[config.mk]
export PLATFORM = sky130hd
export DESIGN_NAME = fir_axilite_ctrl
export DESIGN_NICKNAME = d
export VERILOG_FILES = /design/src/rtl/fir_pkg.sv /design/src/rtl/fir_tap_port_mux.sv /design/src/rtl/fir_axilite_ctrl.sv
export SDC_FILE = /design/constraint.sdc
export NUM_CORES = 1
export LEC_CHECK = 0
export CAP_MARGIN = 20
export CORE_ASPECT_RATIO = 1.1
export CORE_MARGIN = 1
export CORE_UTILIZATION = 35
export CTS_CLUSTER_DIAMETER = 120
export DETAILED_ROUTE_END_ITERATION = 6
export PLACE_DENSITY = 0.69
export SETUP_SLACK_MARGIN = 0.1
export SLEW_MARGIN = 20
export SYNTH_ARGS = -nofsm -noshare
export SYNTH_HDL_FRONTEND = slang
export SYNTH_SLANG_ARGS = --single-unit
[constraint.sdc]
create_clock -name clk -period 2.15 [get_ports clk]
set_input_delay 0.3225 -clock clk [delete_from_list [all_inputs] [get_ports clk]]
set_output_delay 0.3225 -clock clk [all_outputs]
set_load 0.02 [all_outputs]
[src/rtl/fir_pkg.sv]
// Shared constants for the FIR accelerator control block: register map,
// ap_ctrl bit positions and the AXI-Lite write/read FSM encodings.
package fir_pkg;

    localparam int AP_CTRL  = 'h00;
    localparam int DATA_LEN = 'h10;
    localparam int TAP_BASE = 'h40;

    localparam int AP_START = 0;
    localparam int AP_DONE  = 1;
    localparam int AP_IDLE  = 2;

    localparam logic [31:0] BUSY_RDATA = 32'hFFFF_FFFF;

    typedef enum logic {
        W_IDLE,
        W_RESP
    } w_state_t;

    typedef enum logic [1:0] {
        R_IDLE,
        R_ADDR,
        R_DATA
    } r_state_t;

endpackage

[src/rtl/fir_tap_port_mux.sv]
// Tap RAM port select: the engine owns the port while a run is in progress,
// otherwise the AXI-Lite side drives it.
module fir_tap_port_mux #(
    parameter int pADDR_WIDTH = 12,
    parameter int pDATA_WIDTH = 32
) (
    input  logic                   busy,
    input  logic                   axi_en,
    input  logic [3:0]             axi_we,
    input  logic [pADDR_WIDTH-1:0] axi_a,
    input  logic [pDATA_WIDTH-1:0] axi_di,
    input  logic                   eng_en,
    input  logic [pADDR_WIDTH-1:0] eng_a,
    output logic                   tap_en,
    output logic [3:0]             tap_we,
    output logic [pADDR_WIDTH-1:0] tap_a,
    output logic [pDATA_WIDTH-1:0] tap_di
);

    always_comb begin
        tap_di = axi_di;
        if (busy) begin
            tap_en = eng_en;
            tap_we = 4'h0;
            tap_a  = eng_a;
        end else begin
            tap_en = axi_en;
            tap_we = axi_we;
            tap_a  = axi_a;
        end
    end

endmodule

[src/rtl/fir_axilite_ctrl.sv]
// AXI-Lite slave for the FIR accelerator: ap_ctrl start/done/idle handshake,
// data_length register and CPU access to the tap coefficient RAM.
module fir_axilite_ctrl
    import fir_pkg::*;
#(
    parameter int pADDR_WIDTH = 12,
    parameter int pDATA_WIDTH = 32,
    parameter int Tape_Num    = 11
) (
    input  logic                   clk,
    input  logic                   rst_n,
    input  logic                   awvalid,
    output logic                   awready,
    input  logic [pADDR_WIDTH-1:0] awaddr,
    input  logic                   wvalid,
    output logic                   wready,
    input  logic [pDATA_WIDTH-1:0] wdata,
    input  logic                   arvalid,
    output logic                   arready,
    input  logic [pADDR_WIDTH-1:0] araddr,
    output logic                   rvalid,
    input  logic                   rready,
    output logic [pDATA_WIDTH-1:0] rdata,
    output logic [3:0]             tap_WE,
    output logic                   tap_EN,
    output logic [pADDR_WIDTH-1:0] tap_A,
    output logic [pDATA_WIDTH-1:0] tap_Di,
    input  logic [pDATA_WIDTH-1:0] tap_Do,
    input  logic                   eng_tap_EN,
    input  logic [pADDR_WIDTH-1:0] eng_tap_A,
    output logic [pDATA_WIDTH-1:0] eng_tap_Do,
    output logic                   engine_start,
    input  logic                   engine_done,
    output logic [pDATA_WIDTH-1:0] data_length
);

    localparam logic [pADDR_WIDTH-1:0] A_CTRL    = pADDR_WIDTH'(AP_CTRL);
    localparam logic [pADDR_WIDTH-1:0] A_LEN     = pADDR_WIDTH'(DATA_LEN);
    localparam logic [pADDR_WIDTH-1:0] A_TAP     = pADDR_WIDTH'(TAP_BASE);
    localparam logic [pADDR_WIDTH-1:0] A_TAP_END = pADDR_WIDTH'(TAP_BASE + 4 * Tape_Num);

    w_state_t               w_state;
    r_state_t               r_state;
    logic [pADDR_WIDTH-1:0] w_addr;
    logic [pADDR_WIDTH-1:0] r_addr;
    logic [pDATA_WIDTH-1:0] w_data;
    logic [pDATA_WIDTH-1:0] rdata_q;
    logic [pDATA_WIDTH-1:0] reg_rdata;
    logic                   ap_start;
    logic                   ap_done;
    logic                   ap_idle;
    logic                   rd_live;
    logic                   w_tap_hit;
    logic                   r_tap_hit;
    logic                   rd_stall;
    logic                   rd_ctrl_hs;
    logic                   axi_en;
    logic [3:0]             axi_we;
    logic [pADDR_WIDTH-1:0] axi_a;

    function automatic logic is_tap(input logic [pADDR_WIDTH-1:0] a);
        return (a >= A_TAP) && (a < A_TAP_END) && (a[1:0] == 2'b00);
    endfunction

    // A tap write and tap read landing in the same cycle: the write keeps the port.
    assign w_tap_hit  = (w_state == W_RESP) && is_tap(w_addr) && ap_idle;
    assign r_tap_hit  = (r_state == R_ADDR) && is_tap(r_addr) && ap_idle;
    assign rd_stall   = w_tap_hit && r_tap_hit;
    assign arready    = (r_state == R_ADDR) && !rd_stall;
    assign rd_ctrl_hs = (r_state == R_DATA) && rvalid && rready && (r_addr == A_CTRL);

    assign axi_en     = w_tap_hit || r_tap_hit;
    assign axi_we     = w_tap_hit ? 4'hF : 4'h0;
    assign axi_a      = (w_tap_hit ? w_addr : r_addr) - A_TAP;
    assign eng_tap_Do = tap_Do;

    // RAM data arrives in the first R_DATA cycle; it is forwarded then held.
    assign rdata = rd_live ? tap_Do : rdata_q;

    always_comb begin
        reg_rdata = '0;
        if (r_addr == A_CTRL) begin
            reg_rdata[AP_START] = ap_start;
            reg_rdata[AP_DONE]  = ap_done;
            reg_rdata[AP_IDLE]  = ap_idle;
        end else if (r_addr == A_LEN) begin
            reg_rdata = data_length;
        end
    end

    always_ff @(posedge clk or negedge rst_n) begin
        if (!rst_n) begin
            w_state <= W_IDLE;
            w_addr  <= '0;
            w_data  <= '0;
            awready <= 1'b0;
            wready  <= 1'b0;
        end else begin
            case (w_state)
                W_IDLE: begin
                    if (awvalid && wvalid) begin
                        w_state <= W_RESP;
                        w_addr  <= awaddr;
                        w_data  <= wdata;
                        awready <= 1'b1;
                        wready  <= 1'b1;
                    end
                end
                W_RESP: begin
                    w_state <= W_IDLE;
                    awready <= 1'b0;
                    wready  <= 1'b0;
                end
                default: w_state <= W_IDLE;
            endcase
        end
    end

    always_ff @(posedge clk or negedge rst_n) begin
        if (!rst_n) begin
            ap_start     <= 1'b0;
            ap_done      <= 1'b0;
            ap_idle      <= 1'b1;
            engine_start <= 1'b0;
            data_length  <= '0;
        end else begin
            engine_start <= 1'b0;
            if (ap_start) begin
                ap_start     <= 1'b0;
                ap_idle      <= 1'b0;
                engine_start <= 1'b1;
            end
            if (w_state == W_RESP && ap_idle) begin
                if (w_addr == A_CTRL && w_data[AP_START] && !ap_start)
                    ap_start <= 1'b1;
                if (w_addr == A_LEN)
                    data_length <= w_data;
            end
            if (rd_ctrl_hs)
                ap_done <= 1'b0;
            // Placed last so a run completion beats a coinciding clear-on-read.
            if (engine_done) begin
                ap_done <= 1'b1;
                ap_idle <= 1'b1;
            end
        end
    end

    always_ff @(posedge clk or negedge rst_n) begin
        if (!rst_n) begin
            r_state <= R_IDLE;
            r_addr  <= '0;
            rvalid  <= 1'b0;
            rdata_q <= '0;
            rd_live <= 1'b0;
        end else begin
            case (r_state)
                R_IDLE: begin
                    if (arvalid) begin
                        r_state <= R_ADDR;
                        r_addr  <= araddr;
                    end
                end
                R_ADDR: begin
                    if (!rd_stall) begin
                        r_state <= R_DATA;
                        rvalid  <= 1'b1;
                        if (!is_tap(r_addr))
                            rdata_q <= reg_rdata;
                        else if (ap_idle)
                            rd_live <= 1'b1;
                        else
                            rdata_q <= pDATA_WIDTH'(BUSY_RDATA);
                    end
                end
                R_DATA: begin
                    rd_live <= 1'b0;
                    if (rd_live)
                        rdata_q <= tap_Do;
                    if (rready) begin
                        rvalid  <= 1'b0;
                        r_state <= R_IDLE;
                    end
                end
                default: r_state <= R_IDLE;
            endcase
        end
    end

    fir_tap_port_mux #(
        .pADDR_WIDTH(pADDR_WIDTH),
        .pDATA_WIDTH(pDATA_WIDTH)
    ) u_tap_mux (
        .busy  (!ap_idle),
        .axi_en(axi_en),
        .axi_we(axi_we),
        .axi_a (axi_a),
        .axi_di(w_data),
        .eng_en(eng_tap_EN),
        .eng_a (eng_tap_A),
        .tap_en(tap_EN),
        .tap_we(tap_WE),
        .tap_a (tap_A),
        .tap_di(tap_Di)
    );

endmodule

Yosys cells after proc, flatten, opt, wreduce, memory -nomap -nowiden
Index checks and enable logic that the tools add are counted.

word-level totals
  register bits = 130
  output and inout bits = 150

operators by class
  add/sub/neg operators = 1
  $lt $le $gt $ge = 4
  equal/unequal tests = 11
  muxes and demuxes = 35
  bitwise logic cells = 1
  reduce and logical (&&, ||, !) cells = 35

operator list
  cell                                                                            count
  32-bit 2-to-1 mux                                                               5
  32-bit one-hot mux with 2 select lines                                          1
  29-bit 2-to-1 mux                                                               1
  12-bit by 5-bit == test with 1-bit output (second input constant)               2
  12-bit by 7-bit >= comparator with 1-bit output (second input constant)         2
  12-bit zero test                                                                2
  12-bit by 7-bit less-than comparator with 1-bit output (second input constant)  2
  12-bit 2-to-1 mux                                                               2
  1-bit logical AND                                                               17
  1-bit 2-to-1 mux                                                                15
  2-bit != test (second input constant)                                           6
  12-bit by 7-bit subtractor with 12-bit output (second input constant)           1
  3-bit AND reduction                                                             3
  4-bit 2-to-1 mux                                                                2
  1-bit one-hot mux with 2 select lines                                           4
  2-bit zero test                                                                 3
  2-bit 2-to-1 mux                                                                3
  2-bit one-hot mux with 3 select lines                                           1
  2-bit AND reduction                                                             3
  2-bit nonzero test                                                              3
  4-bit AND reduction                                                             1
  3-bit 2-to-1 mux                                                                1
  3-bit != test (second input constant)                                           1
  2-bit by 1-bit == test with 1-bit output (second input constant)                1
  4 further kinds                                                                 5

Longest topological paths before layout
Gate-level depths: netlist of run 1.

  depth in word-level cells = 8
  gate-level depth with buffers = 9
  mapped depth without buffers = 9

Hierarchy
From an unflattened synthesis of run 1, not the netlist that was laid out.

unflattened totals
  cell total of the unflattened synthesis = 678
  area total of the unflattened synthesis = 6,837.8 sq um

by module, submodules not included
  module            instances  cells an instance  area an instance (sq um)
  fir_axilite_ctrl  1          627                6,362.4
  fir_tap_port_mux  1          51                 475.5

Worst setup path after synthesis of run 1
No wires, ideal clock.

  path type = reg2out
  start = register w_addr[1]
  end = output port tap_A[10]
  arrival time = 2.307 ns
  data required time = 1.827 ns
  slack = -0.480 ns
  stages on the path, launching flop included = 9
  buffers on the path = 0
  path through = dfrtp_1 > nor4b_1 > nand3_1 > nor3_4 > nor2_1 > ha_1 > nand4_1 > o211ai_1 > o2bb2ai_1

on the way
  cells in the longest elaborated chain, start to end = 8

RTL lines
  element                                                                                                                    line                     text
  from (decl)                                                                                                                fir_axilite_ctrl.sv:44   logic [pADDR_WIDTH-1:0] w_addr;
  from (signal assigned)                                                                                                     fir_axilite_ctrl.sv:103  w_addr <= awaddr;
  12-bit by 7-bit >= comparator with 1-bit output or 12-bit by 7-bit less-than comparator with 1-bit output (tied branches)  fir_axilite_ctrl.sv:62   return (a >= A_TAP) && (a < A_TAP_END) && (a[1:0] == 2'b00);
  1-bit logical AND (2 in series)                                                                                            fir_axilite_ctrl.sv:62
  1-bit logical AND (2 in series)                                                                                            fir_axilite_ctrl.sv:66   assign w_tap_hit = (w_state == W_RESP) && is_tap(w_addr) && ap_idle;
  12-bit 2-to-1 mux *                                                                                                        fir_axilite_ctrl.sv:74   assign axi_a = (w_tap_hit ? w_addr : r_addr) - A_TAP;
  12-bit by 7-bit subtractor with 12-bit output *                                                                            fir_axilite_ctrl.sv:74
  12-bit 2-to-1 mux *                                                                                                        fir_tap_port_mux.sv:22   if (busy) begin
  to (decl)                                                                                                                  fir_axilite_ctrl.sv:26   output logic [pADDR_WIDTH-1:0] tap_A,

Every way passes the cells marked *; elsewhere a longest branch is shown, timed or not.

Final worst setup path of run 1
  start = register w_addr[10]
  end = output port tap_A[10]

Same word-level chain as after synthesis.

==> results of run 1 <==
cell usage after synthesis, types with 3 or more instances:
| master | n | share of area |
|---|---|---|
| nand2b_1 | 4 | 0.0037 |
| inv_1 | 5 | 0.0028 |
| nor2_1 | 44 | 0.025 |
| nand3_1 | 4 | 0.0030 |
| dfrtp_1 | 129 | 0.48 |
| o21ai_0 | 37 | 0.028 |
| o22ai_1 | 3 | 0.0028 |
| a221o_1 | 15 | 0.022 |
| buf_1 | 5 | 0.0028 |
| nor3_1 | 16 | 0.012 |
| nand2_1 | 180 | 0.10 |
| a21oi_1 | 38 | 0.028 |
| mux2i_1 | 3 | 0.0045 |
| o2bb2ai_1 | 4 | 0.0052 |
| mux2_2 | 61 | 0.10 |
| clkbuf_1 | 24 | 0.013 |
| a21o_1 | 31 | 0.035 |
| o21bai_1 | 6 | 0.0067 |
| nor2b_1 | 16 | 0.015 |
| buf_2 | 6 | 0.0045 |
| buf_4 | 42 | 0.047 |
metrics by stage:
stage | TNS, ns | utilization
global placement | -6.15 | 0.519
detailed placement | -6.74 | 0.519
finish | -7.96 | 0.581
floorplan | -0.625 | -
CTS | -5.04 | 0.567
global route | -10.17 | 0.581
worst max path at each step:
stage,startpoint,end,cells past startpoint
CTS,w_addr[10],tap_A[10],9
global route,w_addr[1],tap_A[10],10
global placement,w_addr[1],tap_A[10],9
finish,w_addr[10],tap_A[10],10
floorplan,w_addr[7],tap_A[10],8
detailed placement,w_addr[7],tap_A[10],9
repair_timing:
item                                    in CTS  in global routing
pin swaps                                   14                 21
cloned                                       2                  4
buffers inserted                            21                 14
hold buffers                                 1                  0
resized for setup                          264                 52
endpoints found under the hold margin       42                  0
endpoints found under the setup margin      65                 83
power by group:
part | switching [mW] | total, mW | internal, mW
sequential | 0.466 | 3.50 | 3.03
combinational | 2.79 | 5.26 | 2.47
clock | 1.19 | 2.97 | 1.78
total | 4.44 | 11.7 | 7.28
flip-flops by register name, indices dropped and copies added, names as in the netlist:
register      count
data_length      32
ap_idle           1
w_data           32
w_addr           12
wready            1
rd_live           1
r_addr           12
r_state           2
engine_start      1
w_state           1
ap_start          1
rvalid            1
rdata_q          32
ap_done           1
cells by family after synthesis:
group | synth area share
fa+ha+maj | 0.00187
buf+inv | 0.0731
compound gates | 0.144
mux | 0.107
simple gates | 0.181
xor+xnor | 0.00525
flops | 0.487
area by class of cell:
cell class                      count  area, um^2
Clock buffer                       18         439
Timing Repair Buffer              347        3360
Tap cell                          243         304
Clock inverter                     14         168
Sequential cell                   130        3260
Multi-Input combinational cell    495        3230
Inverter                            6        22.5
Fill cell                        1623        7770
per-layer routing:
layer  track usage  vias up
met2         0.371      197
li1              -     2975
met3        0.0404       32
met4        0.0858        0
met5             0        -
met1         0.293     2973
==> impl_metrics.ini, run 1 <==
[grt]
grt_pass1_wl_mm = 33.7
grt_overflow_total = 0
grt_pass1_vias = 6059
grt_max_degree = 48
track_usage = 0.225
antenna_found_initial = 0

[pwr]
leakage_nw = 5.05
peakVddDrop_v = 0.000571
power_mw = 11.7
p_per_area_nw_per_um2 = 1090

[die]
rows = 52
die_h_um = 147
fp.dieW_um = 134
die-area_um2 = 19600
core_area_um2 = 18500
start_util = 0.360
ios = 258

[placed_design]
dp_slack_ns = -0.603
dpl_cell_area_um2 = 9630
place_inst = 1184
place_congestion = 0.809
dpl.hpwl_mm = 15.6
port-buffer-count = 257

[sta]
finalCritPeriodShare = 1.26
fin_ws_ns = -0.561
finClkSkew_ns = 0.00834
drv_slew = 0
fin_crit_ns = 2.71
relSlewSlack = 0.531
tightest_slew_ns = 0.704
grt_setup_unrepaired = yes
whs_ns = 0.412
hold_viol_final = 0
max_freq_mhz = 369
setup_viol = 25

[clocking]
cts-htree-levels = 4
insertion_delay_ns = 0.42
cts_root_buf = clkbuf_16
clk_pin_slew_ns = 0.06
cts_tree = done
cts_made_buffers = 17
cts_sinks = 130
cts_max_path_buffers = 2

[synth]
yosysSeqAreaShare = 0.487
avgSynthCellArea_um2 = 9.42
syn_nets = 818
synthArstFlopShare = 1.00
syn_area_um2 = 6680
yosysUniqueCellTypes = 48
synth-main-ff-cell = dfrtp_1
syn-instance-count = 709
synth_edf_count = 0
yosysWarnings = 0
ys_ff_latch = 130

[routing]
top_layer_used = met4
dr.pass1.iters = 4
drt-met1-wl_mm = 9.66
routedWlPerCell_um = 17.9
drc = 0
wl_met2_mm = 11.1
antenna_left = 0
via_per_inst = 4.93
met3WireLength_mm = 1.14
drt_iter0_markers = 240
vias = 6177
drt_wl_total_mm = 22.5

[cells_and_area]
instances_no_fill = 1253
antenna_cells = 0
drive_above_1_share = 0.268
finalNetCount = 1106
layout.cells.most_common_list = 206 x clkdlybuf4s50_1, 178 x nand2_1, 127 x dfrtp_1
syn_to_final_growth_pct = 61.4
stdcell_area_um2 = 10800
final_common_cell = clkdlybuf4s50_1

[setup_path]
slowest_stage = dfrtp_1
slowest_delay_ns = 0.41
path_delay_family = simple AND/OR/NAND/NOR gates
r2r_cells = 15
rr_endpoint = r_state[0]
path_cells = nor4_4, nand3_2, nor3_4, inv_2, nand2_2, ha_4, nand4_1, o211ai_1, o2bb2ai_2, buf_6
r2r_start = w_addr[10]
rrSetupSlack_ns = -0.41
startpoint_type = register
worstPathArrival_ns = 2.39
crit_type = reg2out
crit_buf_inv = 2
end_kind = output port
crit_required_ns = 1.83
cp_max_fo = 4

[outcome]
violations = setup timing
status = finished with violations

[flow_run]
maxCapViolations = 0

[hold_path]
hold_class = in2async
Note: power is estimated with default switching activity, not from simulation.
==> run 2, diff against run 1 <==
- CORE_MARGIN: 1 -> default
==> results of run 2 <==
Same layout as run 1: the final DEF is identical, and so are final timing and power.
